### config.mk
export PLATFORM = sky130hd
export DESIGN_NAME = control_sequencer
export DESIGN_NICKNAME = d
export VERILOG_FILES = /design/src/rtl/rv32_pkg.sv /design/src/rtl/control_decoder.sv /design/src/rtl/control_sequencer.sv
export SDC_FILE = /design/constraint.sdc
export NUM_CORES = 1
export LEC_CHECK = 0
export CORE_MARGIN = 10
export CORE_UTILIZATION = 28
export DETAILED_ROUTE_END_ITERATION = 7
export GPL_TIMING_DRIVEN = 0
export HOLD_SLACK_MARGIN = 0.08
export SLEW_MARGIN = 20
export SYNTH_ARGS = -nofsm -noshare
export SYNTH_HDL_FRONTEND = slang
export SYNTH_SLANG_ARGS = --single-unit
### constraint.sdc
create_clock -name clk -period 2.1 [get_ports clk]
set_input_delay 0.42 -clock clk [delete_from_list [all_inputs] [get_ports clk]]
set_output_delay 0.42 -clock clk [all_outputs]
set_load 0.005 [all_outputs]
### src/rtl/rv32_pkg.sv
// Shared RV32I control definitions: opcodes, ALU/branch encodings and the
// decoded control bundle passed from the decoder to the sequencer.
package rv32_pkg;
  typedef enum logic [2:0] {IT_R, IT_I, IT_S, IT_B, IT_U, IT_J} inst_type;

  typedef enum logic [3:0] {
    FOP_ADD = 4'd0, FOP_SUB = 4'd1, FOP_AND = 4'd2, FOP_OR  = 4'd3,
    FOP_XOR = 4'd4, FOP_SLL = 4'd5, FOP_SRL = 4'd6, FOP_SRA = 4'd7,
    FOP_IMM = 4'd8, FOP_SLT = 4'd9, FOP_SLTU = 4'd10
  } fop_t;

  typedef enum logic [2:0] {
    NONE = 3'd0, BEQ = 3'd1, BNE = 3'd2, BLT = 3'd3,
    BGE = 3'd4, BLTU = 3'd5, BGEU = 3'd6
  } b_t;

  localparam logic [6:0] OPC_LUI    = 7'b0110111;
  localparam logic [6:0] OPC_AUIPC  = 7'b0010111;
  localparam logic [6:0] OPC_JAL    = 7'b1101111;
  localparam logic [6:0] OPC_JALR   = 7'b1100111;
  localparam logic [6:0] OPC_BRANCH = 7'b1100011;
  localparam logic [6:0] OPC_LOAD   = 7'b0000011;
  localparam logic [6:0] OPC_STORE  = 7'b0100011;
  localparam logic [6:0] OPC_OP_IMM = 7'b0010011;
  localparam logic [6:0] OPC_OP     = 7'b0110011;

  localparam logic [1:0] MSZ_BYTE = 2'd0;
  localparam logic [1:0] MSZ_HALF = 2'd1;
  localparam logic [1:0] MSZ_WORD = 2'd2;

  typedef struct packed {
    fop_t       alu_op;
    b_t         branch_type;
    logic       reg_write_en;
    logic       alu_mux_en;
    logic       pc_absolute_jump_vec;
    logic       read_next_pc;
    logic       is_load;
    logic       is_store;
    logic [1:0] mem_size;
    logic       load_unsigned;
  } ctrl_t;

  localparam ctrl_t CTRL_NOP = '{alu_op: FOP_ADD, branch_type: NONE,
    reg_write_en: 1'b0, alu_mux_en: 1'b0, pc_absolute_jump_vec: 1'b0,
    read_next_pc: 1'b0, is_load: 1'b0, is_store: 1'b0,
    mem_size: MSZ_BYTE, load_unsigned: 1'b0};

  // funct7[5] only distinguishes sub (register form) and sra/srai.
  function automatic fop_t alu_fn(input logic [2:0] f3, input logic alt,
                                  input logic is_reg);
    case (f3)
      3'b000:  alu_fn = (alt && is_reg) ? FOP_SUB : FOP_ADD;
      3'b001:  alu_fn = FOP_SLL;
      3'b010:  alu_fn = FOP_SLT;
      3'b011:  alu_fn = FOP_SLTU;
      3'b100:  alu_fn = FOP_XOR;
      3'b101:  alu_fn = alt ? FOP_SRA : FOP_SRL;
      3'b110:  alu_fn = FOP_OR;
      default: alu_fn = FOP_AND;
    endcase
  endfunction
endpackage

### src/rtl/control_decoder.sv
// Combinational RV32I decode: instruction word -> control bundle + illegal flag.
module control_decoder
  import rv32_pkg::*;
#(
  parameter int SUPPORT_HALF = 1
) (
  input  logic [31:0] inst,
  output ctrl_t       ctrl,
  output logic        illegal
);
  logic [2:0] f3;
  logic       alt;
  logic       half_ok;
  logic       unused_bits;

  assign f3          = inst[14:12];
  assign alt         = inst[30];
  assign half_ok     = (SUPPORT_HALF != 0);
  assign unused_bits = ^{inst[31], inst[29:15], inst[11:7]};

  always_comb begin
    ctrl    = CTRL_NOP;
    illegal = 1'b0;
    case (inst[6:0])
      OPC_OP: begin
        ctrl.reg_write_en = 1'b1;
        ctrl.alu_op       = alu_fn(f3, alt, 1'b1);
      end
      OPC_OP_IMM: begin
        ctrl.reg_write_en = 1'b1;
        ctrl.alu_mux_en   = 1'b1;
        ctrl.alu_op       = alu_fn(f3, alt, 1'b0);
      end
      OPC_LUI: begin
        ctrl.reg_write_en = 1'b1;
        ctrl.alu_mux_en   = 1'b1;
        ctrl.alu_op       = FOP_IMM;
      end
      OPC_AUIPC: begin
        ctrl.reg_write_en = 1'b1;
        ctrl.alu_mux_en   = 1'b1;
      end
      OPC_JAL: begin
        ctrl.reg_write_en = 1'b1;
        ctrl.read_next_pc = 1'b1;
      end
      OPC_JALR: begin
        illegal                   = (f3 != 3'b000);
        ctrl.reg_write_en         = 1'b1;
        ctrl.read_next_pc         = 1'b1;
        ctrl.pc_absolute_jump_vec = 1'b1;
        ctrl.alu_mux_en           = 1'b1;
      end
      OPC_BRANCH: begin
        ctrl.alu_op = FOP_SUB;
        case (f3)
          3'b000:  ctrl.branch_type = BEQ;
          3'b001:  ctrl.branch_type = BNE;
          3'b100:  ctrl.branch_type = BLT;
          3'b101:  ctrl.branch_type = BGE;
          3'b110:  ctrl.branch_type = BLTU;
          3'b111:  ctrl.branch_type = BGEU;
          default: illegal = 1'b1;
        endcase
      end
      OPC_LOAD: begin
        ctrl.is_load       = 1'b1;
        ctrl.alu_mux_en    = 1'b1;
        ctrl.load_unsigned = f3[2];
        case (f3)
          3'b000, 3'b100: ctrl.mem_size = MSZ_BYTE;
          3'b001, 3'b101: begin
            ctrl.mem_size = MSZ_HALF;
            illegal       = !half_ok;
          end
          3'b010:  ctrl.mem_size = MSZ_WORD;
          default: illegal = 1'b1;
        endcase
      end
      OPC_STORE: begin
        ctrl.is_store   = 1'b1;
        ctrl.alu_mux_en = 1'b1;
        case (f3)
          3'b000: ctrl.mem_size = MSZ_BYTE;
          3'b001: begin
            ctrl.mem_size = MSZ_HALF;
            illegal       = !half_ok;
          end
          3'b010:  ctrl.mem_size = MSZ_WORD;
          default: illegal = 1'b1;
        endcase
      end
      default: illegal = 1'b1;
    endcase
    // An illegal word must never leak write or memory enables downstream.
    if (illegal) ctrl = CTRL_NOP;
  end
endmodule

### src/rtl/control_sequencer.sv
// Multi-cycle RV32I control FSM: accepts one instruction at a time, drives
// registered datapath controls and times out stalled memory accesses.
module control_sequencer
  import rv32_pkg::*;
#(
  parameter int WAIT_MAX     = 15,
  parameter int SUPPORT_HALF = 1
) (
  input  logic        clk,
  input  logic        nrst,
  input  logic        inst_valid,
  input  logic [31:0] inst,
  output logic        inst_ready,
  input  logic        mem_ack,
  output logic [3:0]  alu_op,
  output logic [2:0]  branch_type,
  output logic        reg_write_en,
  output logic        alu_mux_en,
  output logic        mem_to_reg,
  output logic        pc_absolute_jump_vec,
  output logic        read_next_pc,
  output logic        read_mem,
  output logic        write_mem,
  output logic [1:0]  mem_size,
  output logic        load_unsigned,
  output logic        pc_en,
  output logic        illegal_inst,
  output logic        mem_fault
);
  typedef enum logic [2:0] {IDLE, EXEC, MEM, WB, FAULT} state_t;

  localparam int CW = (WAIT_MAX > 0) ? $clog2(WAIT_MAX + 1) : 1;
  localparam logic [CW-1:0] CNT_MAX = CW'(WAIT_MAX);

  state_t        state, state_d;
  logic [CW-1:0] cnt;
  ctrl_t         dec;
  logic          dec_illegal;
  logic          ld_q, st_q, lu_q;
  logic [1:0]    msz_q;

  fop_t       alu_op_d;
  b_t         branch_d;
  logic       rw_d, mux_d, m2r_d, abs_d, rnp_d, rd_d, wr_d, lu_d, pc_d, ill_d, flt_d;
  logic [1:0] msz_d;

  control_decoder #(.SUPPORT_HALF(SUPPORT_HALF)) u_dec (
    .inst    (inst),
    .ctrl    (dec),
    .illegal (dec_illegal)
  );

  assign inst_ready = (state == IDLE) && nrst;

  always_ff @(posedge clk) begin
    if (!nrst) begin
      state <= IDLE;
      cnt   <= '0;
      ld_q  <= 1'b0;
      st_q  <= 1'b0;
      lu_q  <= 1'b0;
      msz_q <= MSZ_BYTE;
      alu_op <= FOP_ADD;
      branch_type <= NONE;
      {reg_write_en, alu_mux_en, mem_to_reg, pc_absolute_jump_vec, read_next_pc} <= '0;
      {read_mem, write_mem, load_unsigned, pc_en, illegal_inst, mem_fault} <= '0;
      mem_size <= MSZ_BYTE;
    end else begin
      state <= state_d;
      if (state == IDLE && inst_valid) begin
        ld_q  <= dec.is_load;
        st_q  <= dec.is_store;
        lu_q  <= dec.load_unsigned;
        msz_q <= dec.mem_size;
      end
      if (state == EXEC) cnt <= '0;
      else if (state == MEM && !mem_ack && cnt != CNT_MAX) cnt <= cnt + CW'(1);
      alu_op               <= alu_op_d;
      branch_type          <= branch_d;
      reg_write_en         <= rw_d;
      alu_mux_en           <= mux_d;
      mem_to_reg           <= m2r_d;
      pc_absolute_jump_vec <= abs_d;
      read_next_pc         <= rnp_d;
      read_mem             <= rd_d;
      write_mem            <= wr_d;
      mem_size             <= msz_d;
      load_unsigned        <= lu_d;
      pc_en                <= pc_d;
      illegal_inst         <= ill_d;
      mem_fault            <= flt_d;
    end
  end

  always_comb begin
    state_d = state;
    case (state)
      IDLE:  if (inst_valid) state_d = EXEC;
      EXEC:  state_d = (ld_q || st_q) ? MEM : IDLE;
      MEM: begin
        if (mem_ack)             state_d = ld_q ? WB : IDLE;
        else if (cnt == CNT_MAX) state_d = FAULT;
      end
      WB:      state_d = IDLE;
      FAULT:   state_d = FAULT;
      default: state_d = IDLE;
    endcase
  end

  // Values computed here land in the output registers on the same edge as
  // state_d, so they describe the cycle spent in the next state.
  always_comb begin
    alu_op_d = FOP_ADD;
    branch_d = NONE;
    {rw_d, mux_d, m2r_d, abs_d, rnp_d, rd_d, wr_d, lu_d, pc_d, ill_d, flt_d} = '0;
    msz_d = MSZ_BYTE;
    case (state)
      IDLE: if (inst_valid) begin
        if (dec_illegal) begin
          ill_d = 1'b1;
          pc_d  = 1'b1;
        end else if (dec.is_load || dec.is_store) begin
          mux_d = 1'b1;
          msz_d = dec.mem_size;
          lu_d  = dec.load_unsigned;
        end else begin
          alu_op_d = dec.alu_op;
          branch_d = dec.branch_type;
          rw_d     = dec.reg_write_en;
          mux_d    = dec.alu_mux_en;
          abs_d    = dec.pc_absolute_jump_vec;
          rnp_d    = dec.read_next_pc;
          pc_d     = 1'b1;
        end
      end
      EXEC: if (ld_q || st_q) begin
        rd_d  = ld_q;
        wr_d  = st_q;
        mux_d = 1'b1;
        msz_d = msz_q;
        lu_d  = lu_q;
      end
      MEM: begin
        if (mem_ack) begin
          pc_d  = 1'b1;
          rw_d  = ld_q;
          m2r_d = ld_q;
          msz_d = ld_q ? msz_q : MSZ_BYTE;
          lu_d  = ld_q && lu_q;
        end else if (cnt == CNT_MAX) begin
          flt_d = 1'b1;
        end else begin
          rd_d  = ld_q;
          wr_d  = st_q;
          mux_d = 1'b1;
          msz_d = msz_q;
          lu_d  = lu_q;
        end
      end
      FAULT:   flt_d = 1'b1;
      default: ;
    endcase
  end
endmodule

==> results of run 1 <==
## placed cells by master (no fill, tap or decap), types with 2 or more instances in the layout
cell type / synthesis / routed
sky130_fd_sc_hd__a21boi_0: 3 / 3
sky130_fd_sc_hd__a21oi_1: 18 / 18
sky130_fd_sc_hd__a32oi_1: 2 / 2
sky130_fd_sc_hd__and3_1: 2 / 2
sky130_fd_sc_hd__buf_2: 3 / 3
sky130_fd_sc_hd__buf_4: 2 / 2
sky130_fd_sc_hd__buf_6: 2 / 2
sky130_fd_sc_hd__clkbuf_8: 0 / 6
sky130_fd_sc_hd__clkdlybuf4s50_1: 0 / 34
sky130_fd_sc_hd__clkinv_2: 0 / 2
sky130_fd_sc_hd__dfxtp_1: 32 / 32
sky130_fd_sc_hd__nand2_1: 18 / 18
sky130_fd_sc_hd__nand2b_1: 6 / 5
sky130_fd_sc_hd__nand3_1: 5 / 5
sky130_fd_sc_hd__nand3b_1: 2 / 2
sky130_fd_sc_hd__nor2_1: 16 / 15
sky130_fd_sc_hd__nor2b_1: 8 / 8
sky130_fd_sc_hd__nor3_1: 9 / 8
sky130_fd_sc_hd__nor3_2: 1 / 2
sky130_fd_sc_hd__nor4_1: 3 / 3
sky130_fd_sc_hd__o21ai_0: 6 / 6
sky130_fd_sc_hd__or3_1: 2 / 2
sky130_fd_sc_hd__or4_4: 2 / 2
## worst max path at each step
stage / from / end / slack (ps)
after floorplan: inst[5] / alu_op[2] / 370
final: inst[4] / alu_op[2] / 80
after detailed placement: nrst / inst_ready / -240
after global placement: nrst / inst_ready / -240
after global routing: state[2] / inst_ready / -20
after CTS: state[2] / inst_ready / 10
## per-layer routing
layer,track usage,share of wire,vias to the layer above
met4,0.0337,0.019,0
met2,0.132,0.47,35
met1,0.107,0.45,588
met5,0,0,-
met3,0.0309,0.069,5
li1,-,-,713
## synth_stat cells (all sizes together) (2+ instances only)
library cell	count
nor4	4
a21oi	19
nand3	5
a32oi	2
nor3	10
a21o	2
nor2	17
o21ai	8
or4	2
nand2b	6
dfxtp	32
buf	7
nor2b	8
nand3b	3
a21boi	4
nand2	18
or3	2
nand4b	3
and3	2
## through the flow
step | util | TNS, ps | cells
6_report | 0.386 | 0 | 289
5_1_grt | 0.386 | -16.9 | 289
4_1_cts | 0.384 | 0 | 289
3_5_place_dp | 0.368 | -2130 | 281
3_3_place_gp | 0.368 | -1990 | 281
2_1_floorplan | - | 0 | 174
## logic make-up (layout without fill, tap and decap cells)
family          after synthesis  in the layout
simple gates                 88             88
compound gates               42             42
buf+inv                       9             52
xor+xnor                      2              2
flops                        32             32
fa+ha+maj                     1              1
## final cells by class
type / instances / area (sq um) / area share
clock buffer: 6 / 82.6 / 0.0391
sequential: 32 / 641 / 0.303
clock inverter: 2 / 10.0 / 0.00474
timing repair buffer: 35 / 349 / 0.165
tap: 72 / 90.1 / 0.0426
multi-input combinational: 133 / 881 / 0.417
buffer: 8 / 56.3 / 0.0266
inverter: 1 / 3.75 / 0.00178
## power by group through the flow
stage               Clock (W)  Combinational, W  Sequential, W
floorplan                   0         0.0000846       0.000628
finish               0.000489          0.000145       0.000615
CTS                  0.000509          0.000145       0.000614
global route         0.000537          0.000161       0.000615
global placement            0          0.000144       0.000628
detailed placement          0          0.000145       0.000628
## timing repair
| item | 4_1_cts | 5_1_grt |
|---|---|---|
| buffers inserted | 0 | 0 |
| resized for setup | 1 | 3 |
| setup endpoints to repair | 1 | 2 |
| pin swaps | 0 | 0 |
| hold endpoints to repair | 0 | 0 |
## worst max-delay path, cell delays in order
cell and delay (ps):
sky130_fd_sc_hd__clkdlybuf4s50_1 480, sky130_fd_sc_hd__buf_4 160, sky130_fd_sc_hd__nand4b_2 180, sky130_fd_sc_hd__o21ai_2 100
sky130_fd_sc_hd__a21o_4 240, sky130_fd_sc_hd__or4_4 520, sky130_fd_sc_hd__nor4_4 130
==> results by stage, run 1 <==
Clock tree:
- TritonCTS built the clock tree.
- The total number of H-tree levels is 2.
- The insertion delay of the later-clocked pin in the worst-skew pair is 280 ps.
- The number of buffers inserted for hold repair after clock tree synthesis is 0.
- In this run, CTS created clock tree buffers numbering 5.
- The clock-pin slew on the worst setup and hold paths is 70 ps.
- The root buffer selected by CTS is sky130_fd_sc_hd__clkbuf_8.
- The tree built by TritonCTS fans out to 32 sinks.
- The maximum buffer depth of the clock tree is 2.

Die:
- For this configuration, the core starts out at a cell density of 0.287.
- The x dimension of the die is 94.9 um.
- The die span in y is ~95 um.
- The die covers 9010 sq um.
- The floorplan core area is 5470 sq um.
- During I/O placement, the number of pins put on the boundary was 57.
- The number of rows in the core area is 27.

Logic synthesis:
- Synthesis produced about 170 cells.
- Each instance of the synthesized netlist takes up on average approximately 9.0 sq um.
- The fraction of the mapped netlist area in compound gates came to 0.182.
- The number of warning messages in the yosys log is 0.
- The multiplexer fraction of the synthesized cell area is 0.
- Of the total synthesized cell area, the portion taken by full adders, half adders and majority gates is 0.00796.
- Yosys attributes the largest share of cell area to sky130_fd_sc_hd__dfxtp_1 (41%), sky130_fd_sc_hd__a21oi_1 (5.7%), sky130_fd_sc_hd__nand2_1 (4.3%), sky130_fd_sc_hd__nor2_1 (3.8%), sky130_fd_sc_hd__nor2b_1 (3.2%).
- In this run, synthesis inferred 0 flip-flops with an integrated enable.
- By area, the combinational part of the netlist is dominated by simple AND/OR/NAND/NOR gates.
- The largest area contributor in the netlist is sky130_fd_sc_hd__dfxtp_1.
- The number of distinct library cells after synthesis is 52.
- Of the total synthesized cell area, the portion taken by AND, OR, NAND and NOR gates is 0.353.
- The area share of the largest cell type after synthesis is 0.408.
- The xor-xnor portion of the synthesized cell area is 0.0111.
- The post-synthesis net count is roughly 210.
- Of the synthesized area, sequential elements account for 0.408.
- The share of async-settable or async-resettable flops after synthesis is 0.
- The main flop type after synthesis is sky130_fd_sc_hd__dfxtp_1.
- In this run, synthesis produced a sequential element count of 32.
- The mapped netlist covers 1570 sq um.

Timing:
- The slew at the pin closest to its max-slew limit is 377 ps.
- The number of hold violations in the final report was 0.
- The part of the cycle the worst path needs is 0.963.
- The clock period minus final worst setup slack is 2020 ps.
- Clock skew on the completed layout was measured at around 8.5 ps.
- The number of pins exceeding their max-slew limit in the final report is 0.
- Derived from the worst setup path, the maximum achievable clock frequency is 0.495 GHz.
- The worst hold slack is around 460 ps.
- Measured against its own limit, the worst slew margin works out to 0.748.
- The worst path setup slack after routing is 78.3 ps.
- The number of failing setup endpoints in the final timing report is 0.

Power and ir drop:
- Of the total power, the share spent switching nets is 0.247.
- The share of power burned in registers is 0.492.
- For this design the static power due to leakage is 0.737 nW.
- The internal portion of the total power is about 0.00094 W.
- The power density relative to cell area is 591 nW/um^2.
- The worst vdd rail ir drop is approximately 200 uV.
- Summing internal, switching and leakage power gives 0.00125 W.
- The share of total power dissipated in the clock network is 0.391.
- In this run the power spent charging and discharging nets is ~0.00031 W.
- The share of total power in combinational logic is 0.116.

Finish:
- At the end of the flow, the number of nets in the layout was 253.
- The largest registers in the layout are alu_op (4), cnt (4).
- In the final layout, the share of cells above drive strength 1 is 0.152.
- The repair_antennas step left the layout with diodes totalling 0.
- The total non-filler cell area in the finished layout is 2110 sq um.
- The fill cell instance count of the final layout is between 500 and 600.
- The area added between synthesis and finish is 34.5%.

Global route:
- The wire length of the first global-routing pass is 6.20 mm.
- Entering global routing, the biggest net connects 11 pins.
- The sum of overflow across all layers after global routing is 0.
- The number of antenna violations at the first check in global routing came to 0.
- Across every metal layer, demand over resource in global routing totals 0.0860.
- The number of global-route vias before repair is 1289.

Drt:
- Summing over every cut layer, the via total after detailed routing is 1341.
- The number of design rule violations left after detail routing is 0.
- The number of antenna-violating nets in the routed design is 0.
- After detailed routing, the average wire length per cell comes to 12.8 um.
- In this run, the number of DRC markers left after iteration 0 of detailed routing was 95.
- The routed design has about 3.7 mm of wire.
- In the routed layout, each cell is associated on average with a via count of about 4.6.
- The first detailed-routing pass ran for 4 iterations.

Placed design:
- Detailed placement finished with a half-perimeter wire length of 2.81 mm.
- The congestion estimate from routability-driven global placement came to 0.794.
- Input and output buffers added on the ports amount to 35.
- The total cell area at the placement stage is 2010 sq um.
- OpenSTA, run right after detailed placement, puts the worst setup slack at -240 ps.

Setup path:
- Of all nets on the critical path, the largest fanout is 10.
- The capture instance of the worst register-to-register path is alu_op[2].
- STA classifies the critical path endpoint as a flip-flop.
- Data on the critical path arrives at its endpoint at between 2000 and 2500 ps.
- The start-to-end type of the worst setup path is input port to flip-flop.
- For the worst flop-to-flop path, the logic depth is 5.
- The type of origin of the critical path is an input port.
- The startpoint of the lowest-slack register-to-register path is state[0].
- The worst reg-to-reg setup slack is 380 ps.
- The required time reported for the critical path endpoint is 2300 ps.

Status:
- The run finished with clean final reports.

Min path:
- The worst hold path belongs to the class flip-flop to flip-flop.
- The terminating pin of the worst hold path is lu_q.
- The worst hold path passes through 2 cells.
- The origin of the worst min-delay path is lu_q.

Run:
- Max-cap violations in this run came to 0.
Note: power is estimated with default switching activity, not from simulation.
==> run 2: changes to the inputs <==
Settings changed: CTS_BUF_LIST set to sky130_fd_sc_hd__clkbuf_4.
==> run 2 against run 1 <==
Die area unchanged. Clock skew up 2.9 ps. Non-clock buffer count unchanged. Combinational power about the same. Worst hold slack better by 6.3 ps. Flip-flop and latch count unchanged. Sequential power about the same. Fmax up 2.9%. Largest cell class unchanged.
==> results by stage, run 2 (same netlist as run 1, synthesis figures left out) <==
Placed design:
- The total cell area at the placement stage is 2010 sq um (unchanged).
- The HPWL after detailed placement is 2.81 mm (unchanged).
- The routability congestion estimate is 0.794 (unchanged).
- The post-placement cell count is 281 (unchanged).
- The port buffer count is 35 (unchanged).

Die:
- The initial standard-cell utilization of the core was 0.287 (unchanged).
- The number of ports placed on the die boundary came to 57 (unchanged).
- The die span in y is 94.9 um (unchanged).
- The floorplan core area is 5470 sq um (unchanged).
- The x dimension of the die is 94.9 um (unchanged).
- The overall die area is 9010 sq um (unchanged).
- The number of rows in the core area is 27 (unchanged).

Finish:
- The most common cell after layout, fill and taps aside is sky130_fd_sc_hd__clkdlybuf4s50_1.
- The area added between synthesis and finish is 32.1%.
- The total non-filler cell area in the finished layout was 2080 sq um (-1.8%).
- The final standard cell count with taps included and fillers excluded is 289 (unchanged).
- The post-layout net count is 253 (unchanged).
- In the layout the commonest cells are sky130_fd_sc_hd__clkdlybuf4s50_1 (34), sky130_fd_sc_hd__dfxtp_1 (31), sky130_fd_sc_hd__a21oi_1 (18), sky130_fd_sc_hd__nand2_1 (18), sky130_fd_sc_hd__nor2_1 (16).
- The post-layout utilization of the core is 0.379 (-0.00686).
- The antenna cell count is 0 (unchanged).
- The largest registers in the layout are alu_op (4), cnt (4).
- The share of final-layout standard cells stronger than drive strength 1 is 0.147 (-0.00461).

Setup path:
- The type of origin of the critical path is an input port.
- The largest driver fanout on the critical path is 10 (unchanged).
- The cell with the biggest individual delay on the critical path is sky130_fd_sc_hd__or4_4.
- Walking the worst path, the cells encountered are clkdlybuf4s50_1 -> buf_4 -> nand4b_2 -> o21ai_2 -> a21o_4 -> or4_4 -> nor4_4.
- The worst setup path is of the input port to flip-flop kind.
- The critical path arrival is 2220 ps (about the same).
- The required time reported for the critical path endpoint is 2360 ps (+60 ps).
- The worst setup path is captured at a flip-flop.
- The worst stage delay on the critical path was 520 ps (about the same).

Global route:
- The pin count of the biggest net entering global routing is 11 (unchanged).
- The global-route total usage across every layer was 0.0860 (unchanged).
- The sum of overflow across all layers after global routing was 0 (unchanged).
- The number of antenna violations at the first check in global routing was 0 (unchanged).
- The wire length of the first global-routing pass is 6.17 mm (-0.45%).
- The number of global-route vias before repair is 1273 (-1.2%).

Clock tree:
- The number of sinks handled by clock tree synthesis is 32 (unchanged).
- The number of setup buffers added after CTS is 0 (unchanged).
- The root buffer selected by CTS is sky130_fd_sc_hd__clkbuf_4.
- The total number of H-tree levels is 2 (unchanged).
- The insertion delay of the later-clocked pin in the worst-skew pair is 340 ps (+60 ps).
- The clock tree from TritonCTS is done.
- The number of buffers created by CTS is 5 (unchanged).
- The maximum buffer depth of the clock tree is 2 (unchanged).
- The clock-pin slew on the worst setup and hold paths is 100 ps (+30 ps).

Timing:
- The number of pins exceeding their max-slew limit in the final report is 0 (unchanged).
- The final clock skew is 11.4 ps (+2.87 ps).
- Setup repair after global routing left no endpoint under its margin.
- The clock period minus final worst setup slack is 1970 ps (-56.4 ps).
- The tightest slew margin relative to the limit is 0.762 (+0.0138).
- The number of hold violations in the final report was 0 (unchanged).
- The achievable frequency was 0.509 GHz (+2.9%).
- The worst hold slack is 465 ps (+6.26 ps).
- The slew at the pin closest to its max-slew limit is 357 ps (-20.0 ps).
- The number of failing setup endpoints in the final timing report is 0 (unchanged).
- The part of the cycle the worst path needs was 0.936 (-0.0269).

Drt:
- The routed wire length is 3.65 mm (-1.2%).
- The number of DRC markers after the initial detailed-route iteration is 79 (-17%).
- The detailed-route vias per instance is 4.64 (unchanged).
- The total via count in the routed design was 1341 (unchanged).
- The number of antenna-violating nets in the routed design was 0 (unchanged).
- The number of design rule violations left after detail routing is 0 (unchanged).
- The mean routed wirelength per cell is 12.6 um (-1.2%).
- The detailed-routing iteration count for the pre-antenna-repair pass came to 4 (unchanged).

Power and ir drop:
- The worst vdd rail ir drop was 210 uV (+7.4%).
- The static power due to leakage is 0.720 nW (-2.2%).
- The power density relative to cell area is 529 nW/um^2 (-11%).

Status:
- The run finished with clean final reports.

Run:
- The number of max-cap violations is 0 (unchanged).

Min path:
- The path class of the tightest hold or removal check is flip-flop to flip-flop.
-- run 2: final timing paths --
check                           cells past startpoint   endpoint     start  slack (ps)
worst max-delay path                                7  alu_op[2]   inst[4]         130
worst min-delay path                                2       lu_q      lu_q         470
worst min register to register                      2       lu_q      lu_q         470
worst max register to register                      5  alu_op[2]  state[0]         370
-- run 2: worst max-delay path, delay by kind of cell --
family                 cells  cell delay (ps)
buffers and inverters      2              640
and+or+nand+nor            3              830
AOI/OAI and AO/OA          2              340
-- run 2: timing repair --
item / in CTS / in global routing
resized for setup: 3 / 2
setup endpoints to repair: 1 / 1
cloned: 0 / 0
pin swaps: 0 / 0
hold buffers: 0 / 0
-- run 2: layout make-up --
type	instances	area (sq um)
repair buffers	35	349
plain buffers	8	56.3
well taps	72	90.1
flip-flops and latches	32	642
fillers	586	3400
clock inverters	3	13.8
inverters	1	3.75
multi-input cells	133	883
clock buffers	5	37.5
-- run 2: report_power, final --
part	internal (W)	switching [W]
sequential	0.000611	0.00000396
combinational	0.0000686	0.0000766
clock	0.000123	0.000215
-- run 2: stage by stage --
stage / worst slack, ps / setup TNS, ps / total power [W]
CTS: 0.367 / 0 / 0.00112
detailed placement: -240 / -2130 / 0.000774
global route: 53.2 / 0 / 0.00116
global placement: -239 / -1990 / 0.000773
finish: 135 / 0 / 0.00110
floorplan: 374 / 0 / 0.000713
-- run 2: layer usage --
layer	wire length (um)	GRT usage	share of wire	up-vias
li1	-	-	-	710
met5	0	0	0	-
met4	74	0.0411	0.020	0
met1	1590	0.107	0.44	592
met3	295	0.0309	0.081	6
met2	1690	0.129	0.46	33
